File: src/rtl/sample_dma.sv
// Sample DMA: pops 16-bit samples from a standard-mode FIFO and writes them to a
// circular or one-shot SDRAM window [BASE, LIMIT) through a request/grant write port.
module sample_dma #(
  parameter int AW = 24
) (
  input  logic          clk_48,
  input  logic          irst,
  input  logic          fifo_empty,
  input  logic [15:0]   fifo_rd_data,
  output logic          fifo_rd,
  output logic          dma_req,
  input  logic          dma_gnt,
  output logic [AW-1:0] awaddr,
  output logic [15:0]   wdata,
  output logic          wvalid,
  input  logic          wready,
  input  logic [2:0]    reg_addr,
  input  logic [31:0]   reg_wdata,
  input  logic          reg_wvalid,
  output logic [31:0]   reg_rdata
);

  typedef enum logic [2:0] {
    ST_IDLE,
    ST_POP,
    ST_LATCH,
    ST_REQ,
    ST_WRITE,
    ST_STOP
  } state_t;

  state_t state_q, state_d;

  logic          en_q, en_d;
  logic          wrap_q, wrap_d;
  logic          full_q, full_d;
  logic [AW-1:0] base_q, base_d;
  logic [AW-1:0] limit_q, limit_d;
  logic [AW-1:0] wptr_q, wptr_d;
  logic [31:0]   count_q, count_d;
  logic [AW-1:0] awaddr_q, awaddr_d;
  logic [15:0]   wdata_q, wdata_d;

  logic          wr_ctrl, wr_base, wr_limit, wr_wptr, wr_count;
  logic          en_rise, clear_full, handshake, at_limit, can_pop, busy;
  logic [AW-1:0] wptr_inc;

  assign wr_ctrl    = reg_wvalid && (reg_addr == 3'd0);
  assign wr_base    = reg_wvalid && (reg_addr == 3'd1);
  assign wr_limit   = reg_wvalid && (reg_addr == 3'd2);
  assign wr_wptr    = reg_wvalid && (reg_addr == 3'd3);
  assign wr_count   = reg_wvalid && (reg_addr == 3'd4);
  assign en_rise    = wr_ctrl && reg_wdata[0] && !en_q;
  assign clear_full = wr_ctrl && reg_wdata[2];

  assign handshake  = (state_q == ST_WRITE) && wready;
  assign wptr_inc   = awaddr_q + AW'(1);
  assign at_limit   = (wptr_inc == limit_q);

  // Register file next-state; a handshake is applied last so it wins over CPU writes.
  always_comb begin
    en_d    = en_q;
    wrap_d  = wrap_q;
    base_d  = base_q;
    limit_d = limit_q;
    wptr_d  = wptr_q;
    count_d = count_q;
    full_d  = full_q;

    if (wr_ctrl) begin
      en_d   = reg_wdata[0];
      wrap_d = reg_wdata[1];
    end
    if (wr_base && !en_q) begin
      base_d = reg_wdata[AW-1:0];
    end
    if (wr_limit && !en_q) begin
      limit_d = reg_wdata[AW-1:0];
    end
    if (wr_wptr && !en_q) begin
      wptr_d = reg_wdata[AW-1:0];
    end
    if (wr_count) begin
      count_d = reg_wdata;
    end

    // An enabled pointer sitting on LIMIT re-asserts full even after software clears it.
    if (en_q && (wptr_q == limit_q)) begin
      full_d = 1'b1;
    end
    if (clear_full) begin
      full_d = 1'b0;
    end
    if (en_rise) begin
      wptr_d  = base_q;
      count_d = '0;
      full_d  = (base_q == limit_q);
    end

    if (handshake) begin
      count_d = (count_q == 32'hFFFF_FFFF) ? count_q : count_q + 32'd1;
      if (at_limit && wrap_q) begin
        wptr_d = base_q;
      end else begin
        wptr_d = wptr_inc;
      end
      if (at_limit && !wrap_q) begin
        full_d = 1'b1;
      end
    end
  end

  // Pop decision looks at post-write values so a same-cycle disable or clear cannot leak a pop.
  assign can_pop = en_d && !full_d && !fifo_empty && (wptr_d != limit_q);

  // LATCH already drives dma_req, so a grant seen there skips REQ for 4-cycle throughput.
  always_comb begin
    state_d  = state_q;
    awaddr_d = awaddr_q;
    wdata_d  = wdata_q;

    case (state_q)
      ST_IDLE: begin
        if (can_pop) begin
          state_d = ST_POP;
        end
      end
      ST_POP: begin
        state_d = ST_LATCH;
      end
      ST_LATCH: begin
        wdata_d  = fifo_rd_data;
        awaddr_d = wptr_q;
        state_d  = dma_gnt ? ST_WRITE : ST_REQ;
      end
      ST_REQ: begin
        awaddr_d = wptr_q;
        if (dma_gnt) begin
          state_d = ST_WRITE;
        end
      end
      ST_WRITE: begin
        if (wready) begin
          state_d = (at_limit && !wrap_q) ? ST_STOP : ST_IDLE;
        end
      end
      ST_STOP: begin
        if (clear_full || en_rise) begin
          state_d = ST_IDLE;
        end
      end
      default: begin
        state_d = ST_IDLE;
      end
    endcase
  end

  always_ff @(posedge clk_48 or posedge irst) begin
    if (irst) begin
      state_q  <= ST_IDLE;
      en_q     <= 1'b0;
      wrap_q   <= 1'b0;
      full_q   <= 1'b0;
      base_q   <= '0;
      limit_q  <= '0;
      wptr_q   <= '0;
      count_q  <= '0;
      awaddr_q <= '0;
      wdata_q  <= '0;
    end else begin
      state_q  <= state_d;
      en_q     <= en_d;
      wrap_q   <= wrap_d;
      full_q   <= full_d;
      base_q   <= base_d;
      limit_q  <= limit_d;
      wptr_q   <= wptr_d;
      count_q  <= count_d;
      awaddr_q <= awaddr_d;
      wdata_q  <= wdata_d;
    end
  end

  assign busy    = (state_q != ST_IDLE) && (state_q != ST_STOP);
  assign fifo_rd = (state_q == ST_POP);
  assign dma_req = (state_q == ST_LATCH) || (state_q == ST_REQ) || (state_q == ST_WRITE);
  assign wvalid  = (state_q == ST_WRITE);
  assign awaddr  = awaddr_q;
  assign wdata   = wdata_q;

  always_comb begin
    reg_rdata = '0;
    case (reg_addr)
      3'd0:    reg_rdata = {28'b0, busy, full_q, wrap_q, en_q};
      3'd1:    reg_rdata = 32'(base_q);
      3'd2:    reg_rdata = 32'(limit_q);
      3'd3:    reg_rdata = 32'(wptr_q);
      3'd4:    reg_rdata = count_q;
      default: reg_rdata = '0;
    endcase
  end

endmodule

File: config.mk
export PLATFORM = sky130hd
export DESIGN_NAME = sample_dma
export DESIGN_NICKNAME = d
export VERILOG_FILES = /design/src/rtl/sample_dma.sv
export SDC_FILE = /design/constraint.sdc
export NUM_CORES = 1
export LEC_CHECK = 0
export CAP_MARGIN = 20
export CELL_PAD_IN_SITES_DETAIL_PLACEMENT = 0
export CELL_PAD_IN_SITES_GLOBAL_PLACEMENT = 1
export CORE_MARGIN = 5
export CORE_UTILIZATION = 53
export CTS_CLUSTER_DIAMETER = 80
export DETAILED_ROUTE_END_ITERATION = 6
export DONT_BUFFER_PORTS = 1
export GPL_ROUTABILITY_DRIVEN = 0
export PLACE_DENSITY_LB_ADDON = 0.1
export SLEW_MARGIN = 25
export SYNTH_ARGS = -nofsm -noshare
export SYNTH_HDL_FRONTEND = slang
export SYNTH_SLANG_ARGS = --single-unit
export TNS_END_PERCENT = 100
File: constraint.sdc
create_clock -name clk_48 -period 9 [get_ports clk_48]
set_input_delay 0.9 -clock clk_48 [delete_from_list [all_inputs] [get_ports clk_48]]
set_output_delay 0.9 -clock clk_48 [all_outputs]
set_load 0.005 [all_outputs]
==> metrics.cfg, run 1 <==
[status]
status=finished clean

[layout]
drive_gt1_frac=0.1573
nets=1153
diodes=0
stdcell_count=1371
syn_to_final_growth_pct=6.819
fillers=1737

[synthesis]
async_reset_ff_frac=1.000
synth_top_area_frac=0.3621
synthCells=1157
synth_edf_count=0
ys_types=78
synth_area_um2=10370
ys_seq_area_frac=0.3621
synth-main-ff-cell=dfrtp_1
synth_seq_cells=150
yosysWarnings=0
yosysTopAreaCell=dfrtp_1
synth_fp_nets=1217
syn_area_per_cell_um2=8.961
synthTopCellsByArea=dfrtp_1 36%, mux2_2 10%, xor2_1 4.8%, nand2_1 4.1%, a21oi_1 4.1%

[grt]
grt_pass1_wl_mm=56.06
antenna_found_initial=0
grt_usage=0.3307
grt.overflow.total=0
grt_max_degree=94
grt_pass1_vias=9047

[routing]
wirelength_mm=37.26
viasPerCell=6.837
drt-initial-drc-count=960
firstDrtPassIters=6
vias=9374
antenna_left=0
routedWlPerCell_um=27.18
drc=0

[floorplan]
die_area_um2=22460
core-area_um2=19330
start_util=0.5362
die_height_um=149.9
die_x_um=149.9
rows=51
io_pins=132

[clock_network]
clk-insertion-delay-late_ns=0.44
cts_hold_buf=0
cts_sinks=150
cts_max_path_buffers=2
cts.root.buffer_cell=clkbuf_16
cts_resized=0
cts_tree=built
cts_max_level=4
cts_made_buffers=17
cts.clk_slew.worst_paths_ns=0.08
post_cts_buffers=0

[placement]
portBuffers=0
dp.cells=1337
dp_hpwl_mm=27.18

[sta]
finalSetupTns_ns=0
min_period_ns=4.742
setup_viol=0
hold_violations=0
maxSlewViolCount=0
max_slew_margin=0.3153
skew_ns=0.01458
max_freq_mhz=210.9
rsz0062_at_grt=false
timing.final.crit_share=0.5268
worst_pin_slew_ns=1.020

[job]
max_cap_violations=0

[setup_path]
crit_slowest_cell=o21ai_1
worstPathMaxFanout=11
crit_top_cell=o2111ai_1
worst-path-buf-inv=0
critical-path-top-delay-family=simple AND/OR/NAND/NOR gates
endpoint_kind=register
reg2reg_from=awaddr[2]
max_stage_delay_ns=0.87
startpoint_type=register
worstPathArrival_ns=5.10
worstPathCellList=nand4_4 -> nor4_2 -> xnor2_1 -> o2111ai_1 -> nor4b_1 -> nand4_2 -> o21ai_1 -> a222oi_1 -> o2111ai_1 -> nor4_1 -> a2bb2oi_1
crit_required_ns=9.36
crit_type=register to register
cp-startpoint=awaddr[2]

[hold_path]
worstHoldPathType=input port to async pin

[pwr]
p_leak_nw=4.468
vdd_drop_max_uv=155.7
powerDensity_nw_per_um2=323.1

==> cells in the mapped netlist (4+ instances only) <==
| cell | instances |
|---|---|
| a211oi_1 | 6 |
| a21oi_1 | 85 |
| a221o_1 | 10 |
| a221oi_1 | 4 |
| a22o_1 | 9 |
| a22oi_1 | 35 |
| a31oi_1 | 20 |
| a32oi_1 | 4 |
| and2_1 | 7 |
| and3_1 | 19 |
| and4_1 | 5 |
| buf_1 | 8 |
| buf_2 | 10 |
| clkbuf_1 | 75 |
| dfrtp_1 | 150 |
| inv_1 | 27 |
| mux2_2 | 96 |
| mux2i_1 | 8 |
| nand2_1 | 114 |
| nand2b_1 | 12 |
| nand3_1 | 41 |
| nand4_1 | 16 |
| nor2_1 | 68 |
| nor2b_1 | 16 |
| nor3_1 | 21 |
| nor3b_1 | 5 |
| nor4_1 | 22 |
| o211ai_1 | 10 |
| o21ai_0 | 55 |
| o221ai_1 | 10 |
| o22ai_1 | 10 |
| xnor2_1 | 38 |
| xnor3_1 | 7 |
| xor2_1 | 57 |
==> state kept, by name, summed over array words and instances (netlist names) <==
register / cells
awaddr: 24
base_q: 24
count_q: 32
en_q: 1
full_q: 1
limit_q: 24
state_q: 3
wdata: 16
wptr_q: 24
wrap_q: 1
==> layer usage <==
metal | vias to the layer above | part of all wire | GRT usage
li1 | 4106 | - | -
met1 | 4650 | 0.41 | 0.4500
met5 | - | 0 | 0
met3 | 95 | 0.11 | 0.09812
met2 | 523 | 0.45 | 0.4967
met4 | 0 | 0.038 | 0.1290
==> final timing paths <==
kind                       depth (start not counted)  slack [ns]           to
max                                               11        4.26   state_q[0]
min reg2reg                                        1        0.54    wdata[13]
min                                                1        0.49  count_q[28]
max in group asynchronous                          2        7.18   wptr_q[11]
max reg2reg                                       11        4.26   state_q[0]
min in group clk_48                                1        0.54    wdata[13]
==> layout make-up <==
class / count / area, um^2 / share of cell area
clock inverter: 14 / 158.9 / 0.01435
timing repair buffer: 13 / 113.9 / 0.01028
sequential: 150 / 3754 / 0.3389
inverter: 27 / 106.4 / 0.009603
tap: 265 / 331.6 / 0.02994
clock buffer: 18 / 439.2 / 0.03966
multi-input combinational: 884 / 6171 / 0.5572
==> power by group <==
part           leakage (nW)  switching (mW)  internal, mW
Sequential             1.81           0.573         0.932
Clock                 0.289           0.342         0.403
Combinational          2.37           0.714         0.616
Total                  4.47            1.63          1.95
==> placed cells by master, fill, tap and decap left out, drive strengths merged, types with 27 or more instances in the layout <==
master / instances
dfrtp: 150
nor2: 69
xor2: 57
o21ai: 57
mux2: 96
xnor2: 38
nor4: 27
a22oi: 35
a21oi: 86
nand3: 44
nand2: 114
inv: 35
==> metrics by stage <==
stage / utilization / total power, mW / hold WS, ns / setup slack, ns / instance area, um^2
floorplan: - / 2.312 / 0.4978 / 4.064 / 10370
global route: 0.5728 / 3.747 / 0.5540 / 4.006 / 11070
global placement: 0.5399 / 2.777 / 0.5269 / 4.420 / 10440
CTS: 0.5712 / 3.534 / 0.5452 / 4.404 / 11040
detailed placement: 0.5402 / 2.791 / 0.5312 / 4.377 / 10450
finish: 0.5728 / 3.578 / 0.4912 / 4.259 / 11070
==> logic make-up (layout without fill, tap and decap cells) <==
family,Yosys count,after routing,share of synthesized area
buffers and inverters,123,72,0.04658
xor gates and xnor gates,102,102,0.09546
DFF,150,150,0.3621
AOI/OAI and AO/OA,301,301,0.1925
muxes,104,104,0.1120
and+or+nand+nor,374,374,0.1878
adders and majority gates,3,3,0.003621
(Power assumes the default switching activity.)
==> run 2, diff against run 1 <==
- CORE_UTILIZATION: 53 -> 50
- clock period: 9 -> 4.5 ns (I/O delays scaled with it)
==> metrics.cfg, run 2 (synthesized netlist as in run 1, its figures left out) <==
[status]
status=finished clean

[layout]
diodes=0  ; unchanged
fillers=1889  ; +8.8%
largest_register_ffs=32  ; unchanged
mostFrequentLayoutCells=150 x dfrtp_1, 112 x nand2_1, 96 x mux2_2, 85 x a21oi_1, 66 x nor2_1
nets=1178  ; +2.2%
final_common_cell=dfrtp_1
final-seq-area_um2=3754  ; unchanged
drive_gt1_frac=0.1768  ; +0.01951
syn_to_final_growth_pct=8.810
multi_input_area_um2=6182  ; +0.18%
top_register=count_q

[job]
max_cap_violations=0  ; unchanged

[routing]
wl_met3_mm=4.009  ; -1.0%
top_layer=met4
wirelength_mm=38.82  ; +4.2%
routedWlPerCell_um=27.71  ; +2.0%
firstDrtPassIters=6  ; unchanged
antenna_left=0  ; unchanged
drc=0  ; unchanged
drt-initial-drc-count=903  ; -5.9%
viasPerCell=6.715  ; -1.8%
wl_met2_mm=17.34  ; +4.2%
vias=9408  ; +0.36%
drt-met1-wl_mm=15.97  ; +5.4%

[sta]
worst_pin_slew_ns=0.9473  ; -0.07283 ns
maxSlewViolCount=0  ; unchanged
min_period_ns=4.076  ; -0.6659 ns
finalSetupTns_ns=0  ; unchanged
max_freq_mhz=245.4  ; +16%
hold_violations=0  ; unchanged
max_slew_margin=0.3685  ; +0.05312
setup_viol=0  ; unchanged
worst_slack_ns=0.4244  ; -3.834 ns
timing.final.crit_share=0.9057  ; +0.3788
skew_ns=0.01710  ; +0.002521 ns
rsz0062_at_grt=false

[setup_path]
startpoint_type=register
reg2reg_depth=12  ; +1
rrSetupSlack_ns=0.42  ; -3.83 ns
r2r-end=state_q[0]
worstPathMaxFanout=10  ; -1
worstPathArrival_ns=4.39  ; -0.71 ns
crit_type=register to register
endpoint_kind=register
crit_required_ns=4.82  ; -4.54 ns
reg2reg_from=awaddr[1]

[pwr]
switchingPower_mw=3.293  ; +100%
vdd_drop_max_uv=294.4  ; +89%
power_frac_comb=0.395  ; +0.023
pwr-share-clk=0.209  ; about the same
powerDensity_nw_per_um2=648.3  ; +100%
internal_power_mw=4.020  ; +110%
swShare=0.4503  ; -0.004590
seqPwrFrac=0.396  ; -0.024
p_leak_nw=4.605  ; +3.0%

[grt]
grt.overflow.total=0  ; unchanged
grt_max_degree=86  ; -8.5%
grt_usage=0.3211  ; -0.009554
grt_pass1_wl_mm=58.54  ; +4.4%
antenna_found_initial=0  ; unchanged
grt_pass1_vias=9085  ; +0.42%

[floorplan]
io_pins=132  ; unchanged
start_util=0.5107  ; -0.02548
die_area_um2=23710  ; +5.6%
rows=52  ; +2.0%
core-area_um2=20300  ; +5.0%
die_height_um=154.0  ; +2.8%
die_x_um=154.0  ; +2.8%

[clock_network]
cts.root.buffer_cell=clkbuf_16
cts_max_path_buffers=2  ; unchanged
post_cts_buffers=0  ; unchanged
cts_made_buffers=17  ; unchanged
cts.clk_slew.worst_paths_ns=0.08  ; about the same
cts_hold_buf=0  ; unchanged
cts_tree=built
cts_max_level=4  ; unchanged
cts_sinks=150  ; unchanged
cts_resized=0  ; unchanged
clk-insertion-delay-late_ns=0.45  ; about the same

[placement]
dp_hpwl_mm=28.60  ; +5.3%
place_ws_ns=0.4867  ; -3.891 ns
portBuffers=0  ; unchanged

[hold_path]
worstHoldPathType=input port to async pin

[run 2: worst max-delay path by stage]
stage	slack, ns	cells past startpoint	endpoint	start
CTS	0.46	12	state_q[0]	awaddr[1]
global placement	0.55	12	state_q[0]	awaddr[1]
detailed placement	0.49	12	state_q[0]	awaddr[1]
finish	0.42	12	state_q[0]	awaddr[1]
floorplan	0.01	1	awaddr[0]	irst
global route	0.13	13	state_q[0]	awaddr[1]
[run 2: metal layers]
layer  track usage  vias up
li1              -     4167
met5             0        -
met3       0.08319       96
met1        0.4409     4569
met4        0.1198        0
met2        0.4892      576
[run 2: power groups by stage]
stage                     Clock [mW]  Sequential (mW)  Combinational, mW
after floorplan                    0             2.33               2.29
after global placement             0             2.88               2.82
after detailed placement           0             2.88               2.83
after CTS                       1.55             2.86               2.85
after global routing            1.61             2.95               3.13
final                           1.53             2.90               2.89
[run 2: layout make-up]
| class | instances | area share |
|---|---|---|
| Clock buffer | 18 | 0.03893 |
| Clock inverter | 14 | 0.01564 |
| Inverter | 27 | 0.009428 |
| Multi-Input combinational cell | 884 | 0.5480 |
| Sequential cell | 150 | 0.3327 |
| Tap cell | 270 | 0.02995 |
| Timing Repair Buffer | 38 | 0.02529 |
[run 2: critical path, cell delays in order, from the launching register on]
cell	delay, ns
dfrtp_1	0.56
ha_1	0.31
nand3_1	0.09
nor4_1	0.38
xnor3_1	0.26
or4b_2	0.59
nor3_1	0.20
nand4_2	0.31
and2_4	0.29
a222oi_1	0.34
o2111ai_1	0.16
nor4_1	0.34
a2bb2oi_1	0.10
[run 2: through the flow]
| step | cell area [um^2] | total power [mW] | utilization | hold WS, ns | cells |
|---|---|---|---|---|---|
| after floorplan | 10370 | 4.624 | - | 0.4978 | 1157 |
| after global placement | 10660 | 5.698 | 0.5250 | 0.5227 | 1369 |
| final | 11280 | 7.313 | 0.5557 | 0.01064 | 1401 |
| after detailed placement | 10670 | 5.712 | 0.5254 | 0.5261 | 1369 |
| after global routing | 11280 | 7.694 | 0.5557 | 0.06816 | 1401 |
| after CTS | 11280 | 7.259 | 0.5557 | 0.06007 | 1401 |
==> run 3, diff against run 2 <==
- ABC_AREA: not set -> 1
- CORE_UTILIZATION: 50 -> 46
==> metrics.cfg, run 3 <==
[status]
status=finished clean

[floorplan]
start_util=0.4696  ; -0.04110
io_pins=132  ; unchanged
die_height_um=159.7  ; +3.7%
die_area_um2=25510  ; +7.6%
rows=54  ; +3.8%
core-area_um2=21960  ; +8.2%
die_x_um=159.7  ; +3.7%

[clock_network]
cts_max_level=4  ; unchanged
cts_sinks=150  ; unchanged
cts_max_path_buffers=2  ; unchanged
cts.clk_slew.worst_paths_ns=0.07  ; about the same
cts_hold_buf=0  ; unchanged
cts_made_buffers=17  ; unchanged
post_cts_buffers=0  ; unchanged
clk-insertion-delay-late_ns=0.43  ; -0.02 ns
cts_tree=built
cts.root.buffer_cell=clkbuf_16
cts_resized=0  ; unchanged

[layout]
fillers=2228  ; +18%
final_common_cell=nand2_1
post-route-util=0.5075  ; -0.04826
syn_to_final_growth_pct=8.056
diodes=0  ; unchanged
stdcell_count=1773  ; +27%
largest_register_ffs=32  ; unchanged
mostFrequentLayoutCells=450 x nand2_1, 191 x inv_1, 168 x o21ai_0, 150 x dfrtp_1, 107 x nand3_1
nets=1540  ; +31%
drive_gt1_frac=0.05693  ; -0.1199
fin_area_um2=11140  ; -1.2%
top_register=count_q

[placement]
dp_hpwl_mm=25.19  ; -12%
portBuffers=0  ; unchanged
place_area_um2=10490  ; -1.6%
dp.cells=1741  ; +27%

[pwr]
vdd_drop_max_uv=260.8  ; -11%
fin_total_pwr_mw=6.783  ; -7.3%
powerDensity_nw_per_um2=608.7  ; -6.1%
p_leak_nw=5.464  ; +19%

[routing]
viasPerCell=5.613  ; -16%
antenna_left=0  ; unchanged
top_layer=met5
wl_met3_mm=2.540  ; -37%
drc=0  ; unchanged
routedWlPerCell_um=18.92  ; -32%
vias=9951  ; +5.8%
firstDrtPassIters=6  ; unchanged
drt-initial-drc-count=908  ; +0.55%
drt-met1-wl_mm=16.27  ; +1.9%
wirelength_mm=33.55  ; -14%
wl_met2_mm=13.77  ; -21%

[sta]
timing.final.crit_share=0.8371  ; -0.06858
skew_ns=0.01664  ; -0.0004618 ns
max_freq_mhz=265.5  ; +8.2%
setup_viol=0  ; unchanged
maxSlewViolCount=0  ; unchanged
min_period_ns=3.767  ; -0.3086 ns
hold_violations=0  ; unchanged
rsz0062_at_grt=false
max_slew_margin=0.4078  ; +0.03931
finalSetupTns_ns=0  ; unchanged
worst_pin_slew_ns=0.8874  ; -0.05995 ns

[grt]
grt.overflow.total=0  ; unchanged
antenna_found_initial=1  ; +1
grt_pass1_vias=9070  ; -0.17%
grt_max_degree=90  ; +4.7%
grt_pass1_wl_mm=52.48  ; -10%
grt_usage=0.2579  ; -0.06324

[synthesis]
synth_area_um2=10310  ; -0.53%
yosysTopAreaCell=dfrtp_1
synth_fp_nets=1587  ; +30%
synth_top_area_frac=0.3640  ; +0.001933
synthTopCellsByCount=450 x nand2_1, 192 x inv_1, 168 x o21ai_0, 150 x dfrtp_1, 107 x nand3_1
syn_area_per_cell_um2=6.753  ; -25%
async_reset_ff_frac=1.000  ; unchanged
synthTopCellsByArea=dfrtp_1 36%, nand2_1 16%, o21ai_0 8.2%, inv_1 7.0%, nand3_1 5.2%
synthCells=1527  ; +32%
ys_types=42  ; -46%
yosysWarnings=0  ; unchanged
synth_edf_count=0  ; unchanged
yosysMostFrequentCell=nand2_1
synth-main-ff-cell=dfrtp_1
synth_seq_cells=150  ; unchanged
ys_seq_area_frac=0.3640  ; +0.001933

[setup_path]
crit_type=register to register
crit_required_ns=4.82  ; about the same
worstPathArrival_ns=4.09  ; -0.30 ns
endpoint_kind=register
max_stage_delay_ns=0.47  ; -0.12 ns
worstPathMaxFanout=25  ; +15
crit_top_cell=nand2_1
startpoint_type=register
crit_slowest_cell=dfrtp_1

[job]
max_cap_violations=0  ; unchanged

[hold_path]
worstHoldPathType=input port to async pin

==> run 3: critical path, delay by kind of cell, from the launching register on <==
kind | cells | cell delay, ns
flops | 1 | 0.47
simple gates | 24 | 2.92
fa+ha+maj | 1 | 0.18
buf+inv | 1 | 0.04
==> run 3: cells by family (layout without fill, tap and decap cells) <==
logic type | count (synthesis) | after routing | share of synthesized area
adder cells (fa/ha/maj) | 3 | 3 | 0.003640
flip-flops | 150 | 150 | 0.3640
AO/OA/AOI/OAI | 302 | 302 | 0.1702
AND/OR/NAND/NOR | 732 | 732 | 0.3041
buffers and inverters | 282 | 248 | 0.1062
XOR/XNOR | 58 | 58 | 0.05193
==> run 3: stage by stage <==
step           hold slack (ns)  setup slack, ns
3_3_place_gp            0.4896           0.7254
2_1_floorplan           0.4654          0.01361
4_1_cts                0.08115           0.6992
6_report               0.03989           0.7330
5_1_grt                 0.1219           0.2589
3_5_place_dp            0.4949           0.7255
==> run 3: routing by layer <==
| layer | global-route usage | vias to the layer above |
|---|---|---|
| met5 | 0 | - |
| met4 | 0.08205 | 2 |
| met3 | 0.04871 | 54 |
| met2 | 0.3584 | 386 |
| met1 | 0.4008 | 4591 |
| li1 | - | 4918 |
==> run 3: final timing paths <==
check,start,to,slack [ns],cells after the start
max in group asynchronous,irst,count_q[31],3.46,2
worst min register to register,wdata[13],wdata[13],0.50,2
worst min-delay path,irst,awaddr[21],0.04,1
min in group clk_48,fifo_rd_data[14],wdata[14],0.13,2
worst max register to register,awaddr[0],state_q[2],0.73,26
worst max-delay path,awaddr[0],state_q[2],0.73,26
==> run 3: cell type report <==
| type | count | area [um^2] | share of cell area |
|---|---|---|---|
| clock inverters | 15 | 214.0 | 0.01920 |
| repair buffers | 18 | 160.2 | 0.01437 |
| multi-input cells | 1095 | 5492 | 0.4928 |
| inverters | 198 | 748.2 | 0.06715 |
| well taps | 280 | 350.3 | 0.03144 |
| flip-flops and latches | 150 | 3754 | 0.3369 |
| clock buffers | 17 | 425.4 | 0.03818 |
==> run 3: report_power, final <==
| part | internal (mW) | total (mW) | switching (mW) |
|---|---|---|---|
| Sequential | 1.87 | 2.56 | 0.691 |
| Clock | 0.945 | 1.59 | 0.646 |
| Combinational | 0.931 | 2.63 | 1.70 |
| Total | 3.75 | 6.78 | 3.04 |
